**config.mk**
```make
export PLATFORM = sky130hd
export DESIGN_NAME = adder_axil_master
export DESIGN_NICKNAME = d
export VERILOG_FILES = /design/src/rtl/adder_axil_pkg.sv /design/src/rtl/adder_axil_master.sv
export SDC_FILE = /design/constraint.sdc
export NUM_CORES = 1
export LEC_CHECK = 0
export CORE_MARGIN = 4
export CORE_UTILIZATION = 39
export DETAILED_ROUTE_END_ITERATION = 7
export PLACE_DENSITY_LB_ADDON = 0.08
export SYNTH_ARGS = -nofsm -noshare
export SYNTH_HDL_FRONTEND = slang
export SYNTH_SLANG_ARGS = --single-unit
```
**constraint.sdc**
```tcl
create_clock -name m1_axi_aclk -period 3.85 [get_ports m1_axi_aclk]
set_clock_uncertainty 0.05 [all_clocks]
set_input_delay 0.77 -clock m1_axi_aclk [delete_from_list [all_inputs] [get_ports m1_axi_aclk]]
set_output_delay 0.77 -clock m1_axi_aclk [all_outputs]
set_load 0.01 [all_outputs]
```
**src/rtl/adder_axil_pkg.sv**
```systemverilog
// Shared definitions for the AXI4-Lite adder master: FSM states,
// adder register map offsets and response decoding.
package adder_axil_pkg;

  typedef enum logic [2:0] {
    IDLE,
    WR_A,
    WR_A_RESP,
    WR_B,
    WR_B_RESP,
    RD_ADDR,
    RD_DATA,
    DONE
  } state_t;

  localparam int REG_OPA_OFFSET = 'h00;
  localparam int REG_OPB_OFFSET = 'h04;
  localparam int REG_SUM_OFFSET = 'h08;

  localparam logic [1:0] RESP_OKAY = 2'b00;

  // SLVERR (2'b10) and DECERR (2'b11) are errors; OKAY and EXOKAY are not.
  function automatic logic resp_is_err(input logic [1:0] resp);
    return (resp != RESP_OKAY) && resp[1];
  endfunction

endpackage

```
**src/rtl/adder_axil_master.sv**
```systemverilog
// AXI4-Lite master that runs one add per command: write operand A,
// write operand B, read the sum back, then present sum and error flag.
// Every output comes straight from a register; next values are computed
// in a single combinational block alongside the state transition.
module adder_axil_master
  import adder_axil_pkg::*;
#(
  parameter int DATA_WIDTH = 32,
  parameter int ADDR_WIDTH = 8,
  parameter int BASE_ADDR  = 0,
  parameter int OPA_OFFSET = REG_OPA_OFFSET,
  parameter int OPB_OFFSET = REG_OPB_OFFSET,
  parameter int SUM_OFFSET = REG_SUM_OFFSET
) (
  input  logic                    m1_axi_aclk,
  input  logic                    m1_axi_areset,
  // command stream
  input  logic                    cmd_valid,
  output logic                    cmd_ready,
  input  logic [DATA_WIDTH-1:0]   cmd_a,
  input  logic [DATA_WIDTH-1:0]   cmd_b,
  // result stream
  output logic                    res_valid,
  input  logic                    res_ready,
  output logic [DATA_WIDTH-1:0]   res_sum,
  output logic                    res_err,
  // write address channel
  output logic [ADDR_WIDTH-1:0]   m1_axi_awaddr,
  output logic                    m1_axi_awvalid,
  input  logic                    m1_axi_awready,
  // write data channel
  output logic [DATA_WIDTH-1:0]   m1_axi_wdata,
  output logic [DATA_WIDTH/8-1:0] m1_axi_wstrb,
  output logic                    m1_axi_wvalid,
  input  logic                    m1_axi_wready,
  // write response channel
  input  logic [1:0]              m1_axi_bresp,
  input  logic                    m1_axi_bvalid,
  output logic                    m1_axi_bready,
  // read address channel
  output logic [ADDR_WIDTH-1:0]   m1_axi_araddr,
  output logic                    m1_axi_arvalid,
  input  logic                    m1_axi_arready,
  // read data channel
  input  logic [DATA_WIDTH-1:0]   m1_axi_rdata,
  input  logic [1:0]              m1_axi_rresp,
  input  logic                    m1_axi_rvalid,
  output logic                    m1_axi_rready
);

  localparam int STRB_WIDTH = DATA_WIDTH / 8;

  // Register addresses wrap modulo 2^ADDR_WIDTH.
  localparam logic [ADDR_WIDTH-1:0] OPA_ADDR = ADDR_WIDTH'(BASE_ADDR + OPA_OFFSET);
  localparam logic [ADDR_WIDTH-1:0] OPB_ADDR = ADDR_WIDTH'(BASE_ADDR + OPB_OFFSET);
  localparam logic [ADDR_WIDTH-1:0] SUM_ADDR = ADDR_WIDTH'(BASE_ADDR + SUM_OFFSET);

  state_t                  state_reg, state_next;
  logic [DATA_WIDTH-1:0]   b_reg, b_next;
  logic                    err_reg, err_next;
  logic [DATA_WIDTH-1:0]   sum_reg, sum_next;
  logic                    cmd_ready_reg, cmd_ready_next;
  logic                    res_valid_reg, res_valid_next;
  logic [ADDR_WIDTH-1:0]   awaddr_reg, awaddr_next;
  logic                    awvalid_reg, awvalid_next;
  logic [DATA_WIDTH-1:0]   wdata_reg, wdata_next;
  logic [STRB_WIDTH-1:0]   wstrb_reg, wstrb_next;
  logic                    wvalid_reg, wvalid_next;
  logic                    bready_reg, bready_next;
  logic [ADDR_WIDTH-1:0]   araddr_reg, araddr_next;
  logic                    arvalid_reg, arvalid_next;
  logic                    rready_reg, rready_next;

  // An address or data beat counts as done once its valid has dropped or
  // its handshake completes this cycle.
  logic aw_done;
  logic w_done;

  // State and output registers; reset abandons any in-flight transfer.
  always_ff @(posedge m1_axi_aclk or posedge m1_axi_areset) begin
    if (m1_axi_areset) begin
      state_reg     <= IDLE;
      b_reg         <= '0;
      err_reg       <= 1'b0;
      sum_reg       <= '0;
      cmd_ready_reg <= 1'b0;
      res_valid_reg <= 1'b0;
      awaddr_reg    <= '0;
      awvalid_reg   <= 1'b0;
      wdata_reg     <= '0;
      wstrb_reg     <= '0;
      wvalid_reg    <= 1'b0;
      bready_reg    <= 1'b0;
      araddr_reg    <= '0;
      arvalid_reg   <= 1'b0;
      rready_reg    <= 1'b0;
    end else begin
      state_reg     <= state_next;
      b_reg         <= b_next;
      err_reg       <= err_next;
      sum_reg       <= sum_next;
      cmd_ready_reg <= cmd_ready_next;
      res_valid_reg <= res_valid_next;
      awaddr_reg    <= awaddr_next;
      awvalid_reg   <= awvalid_next;
      wdata_reg     <= wdata_next;
      wstrb_reg     <= wstrb_next;
      wvalid_reg    <= wvalid_next;
      bready_reg    <= bready_next;
      araddr_reg    <= araddr_next;
      arvalid_reg   <= arvalid_next;
      rready_reg    <= rready_next;
    end
  end

  // Next-state and next-output logic for the write A / write B / read sequence.
  always_comb begin
    state_next     = state_reg;
    b_next         = b_reg;
    err_next       = err_reg;
    sum_next       = sum_reg;
    res_valid_next = res_valid_reg;
    awaddr_next    = awaddr_reg;
    awvalid_next   = awvalid_reg;
    wdata_next     = wdata_reg;
    wstrb_next     = wstrb_reg;
    wvalid_next    = wvalid_reg;
    bready_next    = bready_reg;
    araddr_next    = araddr_reg;
    arvalid_next   = arvalid_reg;
    rready_next    = rready_reg;
    aw_done        = !awvalid_reg || m1_axi_awready;
    w_done         = !wvalid_reg || m1_axi_wready;

    case (state_reg)
      IDLE: begin
        if (cmd_valid && cmd_ready_reg) begin
          b_next       = cmd_b;
          err_next     = 1'b0;
          awvalid_next = 1'b1;
          awaddr_next  = OPA_ADDR;
          wvalid_next  = 1'b1;
          wdata_next   = cmd_a;
          wstrb_next   = '1;
          state_next   = WR_A;
        end
      end

      WR_A, WR_B: begin
        // AW and W complete independently, in either order.
        if (awvalid_reg && m1_axi_awready) awvalid_next = 1'b0;
        if (wvalid_reg && m1_axi_wready)   wvalid_next  = 1'b0;
        if (aw_done && w_done) begin
          bready_next = 1'b1;
          state_next  = (state_reg == WR_A) ? WR_A_RESP : WR_B_RESP;
        end
      end

      WR_A_RESP: begin
        if (m1_axi_bvalid) begin
          err_next     = err_reg | resp_is_err(m1_axi_bresp);
          bready_next  = 1'b0;
          awvalid_next = 1'b1;
          awaddr_next  = OPB_ADDR;
          wvalid_next  = 1'b1;
          wdata_next   = b_reg;
          wstrb_next   = '1;
          state_next   = WR_B;
        end
      end

      WR_B_RESP: begin
        // A failed write still proceeds to the read.
        if (m1_axi_bvalid) begin
          err_next     = err_reg | resp_is_err(m1_axi_bresp);
          bready_next  = 1'b0;
          arvalid_next = 1'b1;
          araddr_next  = SUM_ADDR;
          state_next   = RD_ADDR;
        end
      end

      RD_ADDR: begin
        if (m1_axi_arready) begin
          arvalid_next = 1'b0;
          rready_next  = 1'b1;
          state_next   = RD_DATA;
        end
      end

      RD_DATA: begin
        if (m1_axi_rvalid) begin
          sum_next       = m1_axi_rdata;
          err_next       = err_reg | resp_is_err(m1_axi_rresp);
          rready_next    = 1'b0;
          res_valid_next = 1'b1;
          state_next     = DONE;
        end
      end

      DONE: begin
        if (res_ready) begin
          res_valid_next = 1'b0;
          state_next     = IDLE;
        end
      end

      default: state_next = IDLE;
    endcase

    // Ready for a command only once back in IDLE, so it stays low for the
    // whole accept-to-return window.
    cmd_ready_next = (state_next == IDLE);
  end

  assign cmd_ready      = cmd_ready_reg;
  assign res_valid      = res_valid_reg;
  assign res_sum        = sum_reg;
  assign res_err        = err_reg;
  assign m1_axi_awaddr  = awaddr_reg;
  assign m1_axi_awvalid = awvalid_reg;
  assign m1_axi_wdata   = wdata_reg;
  assign m1_axi_wstrb   = wstrb_reg;
  assign m1_axi_wvalid  = wvalid_reg;
  assign m1_axi_bready  = bready_reg;
  assign m1_axi_araddr  = araddr_reg;
  assign m1_axi_arvalid = arvalid_reg;
  assign m1_axi_rready  = rready_reg;

endmodule

```
==> impl_metrics.tcl, run 1 <==
set metrics [dict create \
    syn_avg_cell_area_um2 12.88 \
    vias_per_cell 4.680 \
    layout.nets 659 \
    cp-end-kind "flop" \
    areaGrowthSynthToFinish_pct 45.63 \
    ctsHoldBuffers 0 \
    cap_violations 0 \
    fp.dieH_um 119.6 \
    fp-row-count 40 \
    antenna_found_initial 0 \
    rsz0062_at_grt "no" \
    cts_tree "yes" \
    io_pins 201 \
    diodes 0 \
    p_leak_nw 3.138 \
    synth_top_family_by_area "multiplexers" \
    setup_viol 0 \
    power.switching_mw 1.654 \
    overflow 0 \
    seq_power_share_pct 38.9 \
    cts_resized 0 \
    wl_per_cell_um 15.80 \
    dp_cells 707 \
    worstMarginPinSlew_ns 0.9186 \
    layout.cells.non_filler 723 \
    critPathLaunchType "input port" \
    critPathMaxStageDelay_ns 0.66 \
    grt_use_total_pct 16.19 \
    drc 0 \
    seq_area_frac_synth_pct 56.69 \
    powerDensity_nw_per_um2 755.7 \
    outcome "complete, no violations" \
    clock_sinks 110 \
    switching_share_pct 30.96 \
    synth_simple_gate_area_share_pct 5.952 \
    grt_max_degree 68 \
    portBuffers 184 \
    arrival_ns 2.68 \
    syn_area_um2 4856 \
    globalplace.congestion 0.7665 \
    yosys.area_share.adder_pct 0 \
    setup_tns_ns 0 \
    path_class "in -> reg" \
    insertion_delay_ns 0.34 \
    num-fill-cells 1073 \
    start_util_pct 40.09 \
    yosys_warnings 0 \
    required_ns 4.07 \
    power_frac_comb_pct 42.3 \
    cts_setup_buffers 0 \
    drtIter0Drc 110 \
    hold_violations 0 \
    synthArstFlopShare_pct 100.0 \
    drtPass1Iterations 4 \
    die_area_um2 14300 \
    finalCriticalPeriod_ns 2.458 \
    cp_slowest_cell "clkdlybuf4s50_1" \
    crit_chain "clkdlybuf4s50_1 > nand2_1 > a211oi_4 > buf_4 > nor2_1 > a21oi_1" \
    setup_slack_ns 1.392 \
    hpwl_mm 7.968 \
    ys_types 36 \
    core_area_um2 12110 \
    antenna_left 0 \
    ctsHtreeMaxLevel 3 \
    muxShareOfSynthArea_pct 24.19 \
    fmax_ghz 0.4069 \
    crit_family "buffers and inverters" \
    drv_slew 0 \
    period_share_pct 63.84 \
    synth-edff-count 0 \
    relSlewSlack_pct 38.54 \
    p_int_mw 3.690 \
    cts_buffer_depth 2 \
    grt_pass1_wl_mm 18.30 \
    drive_gt1_share_pct 10.09 \
    path_max_fanout 67 \
    hp-class "reg -> reg" \
    place_ws_ns 1.028 \
    synth.ff_latch_count 110 \
    num_vias 3384 \
    synthCells 377 \
    cts_buffers 9 \
    path_buf_inv 2 \
    fp.dieW_um 119.6 \
    cts_root_buf "clkbuf_16" \
    yosys_most_used_dff "dfrtp_1" \
    synth-compound-area-share_pct 7.215 \
    clk_pin_slew_ns 0.07 \
    synth-xor-area-share_pct 0 \
    drt_wl_total_mm 11.43 \
    grt_pass1_vias 3446 \
    clkPwrFrac_pct 18.8 \
    peakVddDrop_v 0.0003297 \
]
[final cells by class]
class | count | area (um^2) | area share (%)
clock buffer | 11 | 242.7 | 3.432
clock inverter | 5 | 81.33 | 1.150
inverter | 3 | 13.76 | 0.1946
multi-input combinational | 237 | 1879 | 26.57
sequential | 110 | 2753 | 38.92
tap | 168 | 210.2 | 2.972
timing repair buffer | 189 | 1892 | 26.75
[routing by layer]
| layer | wire, um | vias up | part of all wire [%] | track usage [%] |
|---|---|---|---|---|
| met4 | 138 | 0 | 1.2 | 6.013 |
| met1 | 4953 | 1647 | 43 | 20.26 |
| met2 | 5551 | 109 | 49 | 26.41 |
| li1 | - | 1618 | - | - |
| met5 | 0 | - | 0 | 0 |
| met3 | 782 | 10 | 6.8 | 5.042 |
[power by group through the flow]
stage	clock network [mW]	logic, mW	registers (mW)
detailed placement	0	2.29	2.10
finish	1.00	2.26	2.08
global placement	0	2.26	2.08
global route	1.08	2.45	2.17
floorplan	0	1.09	2.19
CTS	1.04	2.30	2.08
[synthesized netlist by cell type (2+ instances only)]
library cell  number  share of area [%]
a21o_1             2               0.31
a21oi_1           39                4.0
a22o_1             2               0.36
a31oi_1            3               0.39
buf_2             12                1.2
buf_4             23                3.6
buf_6              3               0.70
clkbuf_1           2               0.15
dfrtp_1          110                 57
inv_1              3               0.23
mux2_1            34                7.9
mux2_4            30                9.3
mux2i_1           33                6.8
nand2_1            9               0.70
nand2b_1           6               0.77
nand3_1            3               0.31
nor2_1            40                3.1
nor2b_1            2               0.26
o21ai_1            3               0.31
o21bai_1           2               0.31
[cell usage in the layout (no fill, tap or decap), drive strengths merged, types with 2 or more instances in the layout]
master         netlist  routed
a21oi               39      39
a211oi               2       2
dfrtp              110     110
nor2                41      41
mux2                65      65
a31oi                3       3
mux2i               33      33
o21ai                4       4
inv                  3       4
nand2b               6       6
clkbuf               2      11
a21o                 2       2
conb                 1      14
nor2b                2       2
o21bai               2       2
nand3                3       3
nand2                9       9
buf                 38       5
a22o                 2       2
bufinv               0       2
clkdlybuf4s50        0     184
[metrics by stage]
stage	power [mW]	instance area, um^2	util, %	hold slack (ns)
finish	5.344	7072	58.39	0.4353
global route	5.701	7072	58.39	0.4596
CTS	5.424	7072	58.39	0.4395
detailed placement	4.391	6748	55.71	0.4095
global placement	4.336	6748	55.71	0.4113
floorplan	3.282	4905	-	0.4140
[path summary, 6_finish.rpt]
check | from | endpoint | slack (ns) | cells past startpoint
max in group asynchronous | m1_axi_areset | res_sum[19] | 2.19 | 3
hold / removal | m1_axi_araddr[3] | m1_axi_araddr[3] | 0.44 | 1
hold reg to reg | m1_axi_araddr[3] | m1_axi_araddr[3] | 0.44 | 1
min in group asynchronous | m1_axi_areset | state_reg[2] | 0.81 | 2
setup / recovery | m1_axi_bvalid | m1_axi_wdata[21] | 1.39 | 6
setup reg to reg | state_reg[2] | b_reg[26] | 1.43 | 3
[cells by family after synthesis]
kind of cell	count (synthesis)
compound gates	60
buf+inv	43
flops	110
mux	98
other cells	1
simple gates	65
(Power assumes the default switching activity.)
==> run 2: changes to the inputs <==
clock period = 2.06 ns   (was 3.85 ns; I/O delays follow)
==> run 2 against run 1 <==
  * Sequential share of layout area fell by 0.89 points
  * Final cell count rose by 1.4%
  * Register-to-register slack got worse by 1.0 ns
  * Critical endpoint is now res_err
  * Largest power group unchanged
==> impl_metrics.tcl, run 2 (same netlist as run 1, synthesis figures left out) <==
set metrics [dict create \
    drv_slew 0 \
    die_area_um2 14300 \
    clock_sinks 110 \
    cts_buffer_depth 2 \
    drtPass1Iterations 4 \
    mostFrequentLayoutCell "clkdlybuf4s50_1" \
    outcome "complete, no violations" \
    setup_tns_ns 0 \
    drc 0 \
    hp-class "in -> async" \
    ctsHoldBuffers 0 \
    critPathMaxStageDelay_ns 0.59 \
    wl_per_cell_um 15.85 \
    clk_pin_slew_ns 0.07 \
    critPathLaunchType "flop" \
    fp.dieH_um 119.6 \
    grt_pass1_vias 3571 \
    seq_power_share_pct 37.5 \
    wl_met2_mm 5.846 \
    path_buf_inv 1 \
    hold_violations 0 \
    mostFrequentLayoutCells "184 x clkdlybuf4s50_1, 110 x dfrtp_1, 40 x nor2_1, 39 x a21oi_1, 34 x mux2_1" \
    arrival_ns 1.33 \
    dp_cells 717 \
    antenna_left 0 \
    met3_length_um 853 \
    crit_family "buffers and inverters" \
    antenna_found_initial 0 \
    power.switching_mw 3.121 \
    power_frac_comb_pct 43.4 \
    crit_chain "clkdlybuf4s50_1" \
    path_max_fanout 4 \
    wl_met1_mm 4.764 \
    rsz0062_at_grt "no" \
    finalCriticalPeriod_ns 1.793 \
    p_leak_nw 3.208 \
    cp_slowest_cell "clkdlybuf4s50_1" \
    cts_resized 0 \
    clkPwrFrac_pct 19.2 \
    globalplace.congestion 0.7460 \
    cap_violations 0 \
    placement.cell_area_um2 6899 \
    fmax_ghz 0.5578 \
    cp-end-kind "output pin" \
    drtIter0Drc 110 \
    switching_share_pct 30.58 \
    grt_max_degree 45 \
    start_util_pct 40.09 \
    vias_per_cell 4.696 \
    drt_wl_total_mm 11.62 \
    insertion_delay_ns 0.34 \
    cts_root_buf "clkbuf_16" \
    num-fill-cells 1080 \
    fp-row-count 40 \
    required_ns 1.60 \
    power.total_mw 10.20 \
    fp.dieW_um 119.6 \
    layout.nets 669 \
    areaGrowthSynthToFinish_pct 49.06 \
    cts_setup_buffers 0 \
    peakVddDrop_v 0.0006614 \
    routed.top_layer "met4" \
    grt_use_total_pct 16.48 \
    grt_pass1_wl_mm 18.66 \
    layout.cells.non_filler 733 \
    p_int_mw 7.083 \
    cts_tree "yes" \
    portBuffers 184 \
    core_area_um2 12110 \
    path_class "reg -> out" \
    io_pins 201 \
    powerDensity_nw_per_um2 1410 \
    drive_gt1_share_pct 11.68 \
    period_share_pct 87.02 \
    cts_buffers 9 \
    final_cell_area_um2 7238 \
    hpwl_mm 8.491 \
    setup_viol 0 \
    num_vias 3442 \
    diodes 0 \
    overflow 0 \
    ctsHtreeMaxLevel 3 \
]
==> run 2: worst paths after layout <==
kind	startpoint	endpoint	slack [ns]	depth (start not counted)
worst max register to register	state_reg[0]	m1_axi_wdata[31]	0.41	5
worst min-delay path	m1_axi_areset	res_sum[20]	0.36	2
worst max-delay path	res_err	res_err	0.27	1
min in group m1_axi_aclk	m1_axi_araddr[3]	m1_axi_araddr[3]	0.42	1
worst min register to register	m1_axi_araddr[3]	m1_axi_araddr[3]	0.42	1
max in group asynchronous	m1_axi_areset	res_sum[8]	1.05	3
==> run 2: metal layers <==
metal	vias to the layer above	global-route usage [%]
met3	11	6.126
met1	1688	20.32
met4	0	4.939
li1	1636	-
met2	107	27.08
met5	-	0
==> run 2: final cells by class <==
type	count	area, um^2	share of cell area [%]
tap	168	210.2	2.904
clock inverter	6	110.1	1.521
clock buffer	10	229.0	3.163
timing repair buffer	199	2042	28.21
inverter	3	15.01	0.2074
sequential	110	2753	38.03
multi-input combinational	237	1879	25.96
==> run 2: power groups by stage <==
stage,combinational [mW],sequential (mW),clock [mW]
final,4.42,3.82,1.96
after global placement,4.42,3.81,0
after floorplan,2.04,4.10,0
after CTS,4.51,3.84,2.03
after detailed placement,4.49,3.87,0
after global routing,4.78,3.97,2.11
==> run 2: stage by stage <==
stage	setup slack [ns]	utilization (%)	hold slack, ns
2_1_floorplan	0.2685	-	0.4140
3_3_place_gp	0.08003	56.96	0.4116
3_5_place_dp	0.06112	56.96	0.4053
4_1_cts	0.2530	59.76	0.3636
5_1_grt	0.1976	59.76	0.3822
6_report	0.2673	59.76	0.3650
==> run 3: changes to the inputs <==
CORE_UTILIZATION = 55   (was 39)
DONT_BUFFER_PORTS = 1   (was not set)
==> run 3 against run 2 <==
  * Register-to-register slack got worse by 0.03 ns
  * Sequential power rose by 14%
  * Die area is 27% lower
  * Maximum frequency up 6.9%
  * Via count is 20% lower
  * Final cell count decreased by 33%
  * Sequential share of layout area rose by 15 points
  * Count of clock-buffer cells in the layout shrank 1
  * Critical path type is now reg -> reg
  * Largest power group is now registers
  * Highest routed layer unchanged
==> impl_metrics.tcl, run 3 (same netlist as run 1, synthesis figures left out) <==
set metrics [dict create \
    drt_wl_total_mm 9.752 \
    insertion_delay_ns 0.36 \
    cap_violations 0 \
    areaGrowthSynthToFinish_pct 6.880 \
    globalplace.congestion 0.7392 \
    cts_tree "yes" \
    ctsHoldBuffers 1 \
    drive_gt1_share_pct 16.62 \
    hold_violations 0 \
    p_int_mw 5.182 \
    vias_per_cell 5.613 \
    fp-row-count 34 \
    cts_buffer_depth 2 \
    clkPwrFrac_pct 17.4 \
    seq_power_share_pct 54.3 \
    clock_sinks 110 \
    die_area_um2 10400 \
    finalCriticalPeriod_ns 1.678 \
    path_class "reg -> reg" \
    cts_setup_buffers 0 \
    required_ns 2.25 \
    busiest_layer "met2" \
    outcome "complete, no violations" \
    wl_per_cell_um 19.98 \
    mostFrequentLayoutCells "110 x dfrtp_1, 40 x nor2_1, 39 x a21oi_1, 34 x mux2_1, 33 x mux2i_1" \
    fmax_ghz 0.5961 \
    peakVddDrop_v 0.0007810 \
    drc 0 \
    antenna_left 0 \
    num_vias 2739 \
    fp.dieH_um 102.0 \
    dp_cells 470 \
    cp-end-kind "flop" \
    cts_root_buf "clkbuf_8" \
    hpwl_mm 7.032 \
    drv_slew 0 \
    mostFrequentLayoutCell "dfrtp_1" \
    use_met1_pct 22.64 \
    drtPass1Iterations 4 \
    setup_tns_ns 0 \
    clk_pin_slew_ns 0.10 \
    fp.dieW_um 102.0 \
    grt_pass1_wl_mm 14.88 \
    antenna_found_initial 1 \
    setup_viol 0 \
    critPathLaunchType "flop" \
    grt_use_total_pct 18.48 \
    rsz0062_at_grt "no" \
    use_met2_pct 30.18 \
    cts_buffers 9 \
    ctsHtreeMaxLevel 3 \
    switching_share_pct 35.37 \
    layout.cells.non_filler 488 \
    p_leak_nw 2.419 \
    io_pins 201 \
    grt_use_met3_pct 7.167 \
    core_area_um2 8636 \
    overflow 0 \
    start_util_pct 56.23 \
    grt_max_degree 72 \
    path_max_fanout 32 \
    period_share_pct 81.44 \
    powerDensity_nw_per_um2 1545 \
    hp-class "in -> reg" \
    portBuffers 0 \
    cts_resized 0 \
    power_frac_comb_pct 28.3 \
    drtIter0Drc 91 \
    layout.nets 483 \
    grt_pass1_vias 2850 \
    power.switching_mw 2.836 \
    arrival_ns 1.86 \
]
-- run 3: cell types whose count changed in the layout (fill, tap and decap cells not counted) --
cell / previous run / this run
clkbuf_8: 0 / 9
clkinvlp_4: 3 / 4
inv_6: 0 / 1
bufinv_16: 3 / 2
nand2_2: 1 / 0
clkdlybuf4s50_1: 184 / 0
dlygate4sd3_1: 0 / 1
buf_4: 8 / 5
nand2_1: 8 / 9
clkbuf_1: 1 / 0
clkbuf_16: 9 / 0
diode_2: 0 / 1
-- run 3: final timing paths --
path	start	end	slack, ns	cells past startpoint
setup / recovery	state_reg[2]	b_reg[8]	0.38	4
hold / removal	m1_axi_awready	m1_axi_awvalid	0.08	1
setup reg to reg	state_reg[2]	b_reg[8]	0.38	4
hold reg to reg	b_reg[10]	b_reg[10]	0.45	1
max in group asynchronous	m1_axi_areset	cmd_ready	1.03	3
min in group asynchronous	m1_axi_areset	res_sum[7]	0.55	3
-- run 3: power by group through the flow --
stage                     Clock, mW  Sequential [mW]  Combinational, mW
after global routing           1.54             4.49               2.53
after floorplan                   0             4.10               2.04
final                          1.39             4.35               2.27
after detailed placement          0             4.42               2.29
after CTS                      1.46             4.38               2.30
after global placement            0             4.39               2.21
-- run 3: area by class of cell --
type                       count  area, um^2
clock buffer                   9       123.9
multi-input combinational    237        1877
sequential                   110        2753
antenna                        1       2.502
tap                          108       135.1
fill                         682        3446
clock inverter                 7       96.34
inverter                       3       15.01
timing repair buffer          13       187.7
-- run 3: layer usage --
layer / up-vias / wire length [um]
li1: 1263 / -
met1: 1366 / 3817
met2: 99 / 4915
met3: 11 / 884
met4: 0 / 135
met5: - / 0
-- run 3: per-stage QoR --
step	worst slack [ns]	area [um^2]	utilization, %	total power [mW]	hold slack [ns]
finish	0.3824	5190	60.10	8.018	0.08049
global route	0.2724	5190	60.10	8.558	0.06450
CTS	0.3557	5187	60.07	8.141	0.06520
detailed placement	0.3809	4957	57.40	6.713	0.3398
global placement	0.4250	4957	57.40	6.598	0.3291
floorplan	0.2685	4908	-	6.135	0.4140
-- run 3: worst max-delay path: stages, from the launching register on --
cell     delay (ns)
dfrtp_1        0.52
and3b_1        0.26
nand2_1        0.14
buf_12         0.23
mux2_1         0.34
==> RTL change 1 (config.mk and constraints of run 1) <==
Set the parameter `DATA_WIDTH` to 64 (it was 32).
--- a/src/rtl/adder_axil_master.sv
+++ b/src/rtl/adder_axil_master.sv
@@ -5,7 +5,7 @@
 module adder_axil_master
   import adder_axil_pkg::*;
 #(
-  parameter int DATA_WIDTH = 32,
+  parameter int DATA_WIDTH = 64,
   parameter int ADDR_WIDTH = 8,
   parameter int BASE_ADDR  = 0,
   parameter int OPA_OFFSET = REG_OPA_OFFSET,
Ports: changed (6 resized); port bits go from 201 to 365. No check against the original RTL was run, so the function may have changed too.
==> RTL change 1 against run 1 <==
Combinational power increased by 73%; power rose by 85%; setup slack got worse by 22 ps; sequential cell count increased by 96; maximum frequency decreased by 0.89%; cell area increased by 85%; area after synthesis grew 77%; wire length increased by 110%; largest cell class unchanged.
==> RTL change 1: results (changes against run 1) <==
Total GRT Usage 0.189 (+0.0272); Synth top cells by count 206 x dfrtp_1, 131 x mux2_2, 76 x nand2_1, 65 x mux2i_1, 55 x o21ai_0; largest net degree at the start of global routing 62 (-8.8%); Max-Slew Margin vs Limit 0.496 (+0.110); VDD IR max 471 uV (+43%); Vias 6172 (+82%); Leak 5.59 nW (+78%); initial antenna violation count 3 (+3); top post-synthesis cells by area dfrtp_1 60%, mux2_2 17%, mux2i_1 7.6%; Filler cells 1744 (+63%); Final nets 1204 (+83%); Syn Inst Count 657 (+74%); CP Max Fanout 49 (-27%); status completed; share of layout cells above drive strength 1 0.185 (+0.0840); R2R cell count 4 (+1); slowest library cell on the worst path dfrtp_1; initial DRC count 189 (+72%); Max Buffers Root-to-Sink 3 (+1); Placed Instances 1248 (+77%); dpl hpwl 17.7 mm (+120%); clock slew seen by the registers of the worst setup and hold paths 60 ps; TritonCTS Buffers 24 (+15); Initial DRT Pass Iterations 4 (unchanged); sequential area share after synthesis 0.601 (+0.0341); Netlist cell types 33 (-8.3%); worst path arrival time 2800 ps (+120 ps); Vias/cell 4.76 (+1.7%); GP Congestion 0.764 (-0.37%); vias in the first global route 6419 (+86%); worst-skew pair later-pin latency 510 ps (+170 ps); CTS H-tree lvls 1 (-2); IO Port Bufs 348 (+89%); pre-CTS WS 849 ps (-180 ps); post-layout min period 2480 ps (+22.1 ps); Wirelength per Cell 18.5 um (+17%)
## RTL change 1: kinds of logic after synthesis
family                 share of synthesized area
and+or+nand+nor                           0.0496
other                                   0.000437
buffers and inverters                     0.0448
muxes                                      0.248
DFF                                        0.601
AOI/OAI and AO/OA                         0.0564
## RTL change 1: through the flow
stage / util / area (um2) / total power, W
2_1_floorplan: - / 8630 / 0.00569
3_3_place_gp: 0.576 / 12300 / 0.00769
3_5_place_dp: 0.576 / 12300 / 0.00778
4_1_cts: 0.612 / 13100 / 0.0100
5_1_grt: 0.612 / 13100 / 0.0105
6_report: 0.612 / 13100 / 0.00987
## RTL change 1: layer usage
layer,routed length (um),global-route usage,share of wire,vias up
met5,0,0,0,-
met4,459,0.0570,0.019,0
met3,2240,0.0639,0.094,31
met2,11700,0.315,0.49,218
met1,9510,0.234,0.40,2977
li1,-,-,-,2946
## RTL change 1: area by class of cell
cell class | count | area, um2 | area share
inverter | 5 | 22.5 | 0.00172
multi-input combinational | 398 | 3100 | 0.237
tap | 275 | 344 | 0.0263
clock buffer | 38 | 714 | 0.0547
clock inverter | 6 | 55.1 | 0.00421
sequential | 206 | 5150 | 0.394
timing repair buffer | 364 | 3670 | 0.281
antenna | 4 | 10.0 | 0.000766
## RTL change 1: worst max-delay path: cells and delay by family, from the launching register on
family | cells | cell delay, ps
AO/OA/AOI/OAI | 2 | 730
flip-flops | 1 | 660
AND/OR/NAND/NOR | 1 | 550
buffers and inverters | 1 | 340
## RTL change 1: path summary, 6_finish.rpt
| kind | from | end | slack, ps |
|---|---|---|---|
| setup / recovery | state_reg[2] | m1_axi_wdata[37] | 1370 |
| hold / removal | m1_axi_araddr[3] | m1_axi_araddr[3] | 420 |
| setup reg to reg | state_reg[2] | m1_axi_wdata[37] | 1370 |
| hold reg to reg | m1_axi_araddr[3] | m1_axi_araddr[3] | 420 |
| max in group asynchronous | m1_axi_areset | res_sum[25] | 2050 |
| min in group asynchronous | m1_axi_areset | m1_axi_wdata[30] | 660 |
## RTL change 1: power breakdown
part / internal, W / total (W) / switching [W]
logic: 0.00231 / 0.00392 / 0.00161
clock network: 0.00133 / 0.00219 / 0.000860
registers: 0.00318 / 0.00376 / 0.000585
==> RTL change 2 (settings of run 1) <==
Without the edit above. Register the output `res_err` once more, without a reset; this adds one clock of latency there. The other outputs are not delayed to match.
--- a/src/rtl/adder_axil_master.sv
+++ b/src/rtl/adder_axil_master.sv
@@ -216,7 +216,9 @@
   assign cmd_ready      = cmd_ready_reg;
   assign res_valid      = res_valid_reg;
   assign res_sum        = sum_reg;
-  assign res_err        = err_reg;
+  always_ff @(posedge m1_axi_aclk) begin
+    res_err <= err_reg;
+  end
   assign m1_axi_awaddr  = awaddr_reg;
   assign m1_axi_awvalid = awvalid_reg;
   assign m1_axi_wdata   = wdata_reg;
Behaviour: not the same (a bounded check fails within 10 cycles, from zero or initial values and one cycle with m1_axi_areset high).
==> RTL change 2 against run 1 <==
Final cell count increased by 0.41%; largest power group unchanged; via count grew 0.77%; worst hold slack lost 50 ps; wire length barely moved; area after synthesis rose by 0.41%; non-clock buffer count grew 2; cell area increased by 0.42%; sequential cell count rose by 1; setup slack worse by 40 ps; power is 0.49% lower; register-to-register slack worse by 80 ps; combinational power is essentially flat.
==> RTL change 2: results (changes against run 1) <==
met1 usage 0.204 (+0.00112); Final nets 662 (+0.46%); status completed; reg2reg setup slack 1350 ps (-80 ps); cell count of the worst hold path 0 (-1); met2 global-route usage 0.268 (+0.00424); Switching Fraction 0.312 (+0.00246); R2R cell count 4 (+1); Filler cells 1018 (-5.1%); mux contribution to synthesized area 0.241 (-0.000993); reg-to-reg endpoint b_reg[5]; Metal-1 WL 4.81 mm (-3.0%); Synth Area in Compound Gates 0.0719 (-0.000296); Post-DP Area 0.00679 mm2 (+0.67%); initial DRC count 178 (+62%); Crit path largest cell delay 840 ps (+180 ps); GP Congestion 0.761 (-0.69%); WL met3 682 um (-13%); share of layout cells above drive strength 1 0.104 (+0.00304); slowest library cell on the worst path dfrtp_1; met2 WL 5.71 mm (+2.9%); sequential area share after synthesis 0.569 (+0.00178); Async SR Flop Fraction 0.991 (-0.00901); VDD IR max 338 uV (+2.6%); Worst Tran Pin Value 764 ps (-155 ps)
-- RTL change 2: stage by stage --
step	std cells	hold slack [ps]	worst slack (ps)	util	total power, W
final	726	385	1350	0.586	0.00532
after global routing	726	400	1180	0.586	0.00567
after global placement	710	352	1020	0.561	0.00436
after floorplan	391	334	128	-	0.00330
after CTS	726	382	1340	0.586	0.00540
after detailed placement	710	355	979	0.561	0.00441
-- RTL change 2: power by group through the flow --
| stage | clock network (W) | registers (W) | logic (W) |
|---|---|---|---|
| final | 0.000961 | 0.00210 | 0.00226 |
| after detailed placement | 0 | 0.00212 | 0.00229 |
| after floorplan | 0 | 0.00221 | 0.00109 |
| after CTS | 0.000991 | 0.00211 | 0.00230 |
| after global routing | 0.00104 | 0.00219 | 0.00244 |
| after global placement | 0 | 0.00210 | 0.00226 |
-- RTL change 2: worst register-to-register path: stages, from the launching register on --
cell	delay, ps
dfrtp_1	840
and3b_1	300
nand2_1	570
buf_12	270
mux2_1	360
-- RTL change 2: worst max-delay path by stage --
stage                  startpoint   endpoint  cells after the start  slack (ps)
finish               state_reg[2]   b_reg[5]                      4        1350
global route         state_reg[2]   b_reg[5]                      4        1180
global placement        cmd_valid  b_reg[31]                      5        1020
detailed placement      cmd_valid   b_reg[5]                      5         980
floorplan           m1_axi_areset   b_reg[0]                      1         130
CTS                  state_reg[2]   b_reg[5]                      4        1340
-- RTL change 2: layout make-up --
class,count,area share
sequential,111,0.390
timing repair buffer,191,0.270
multi-input combinational,237,0.264
clock buffer,11,0.0356
tap,168,0.0296
clock inverter,5,0.00793
inverter,3,0.00194
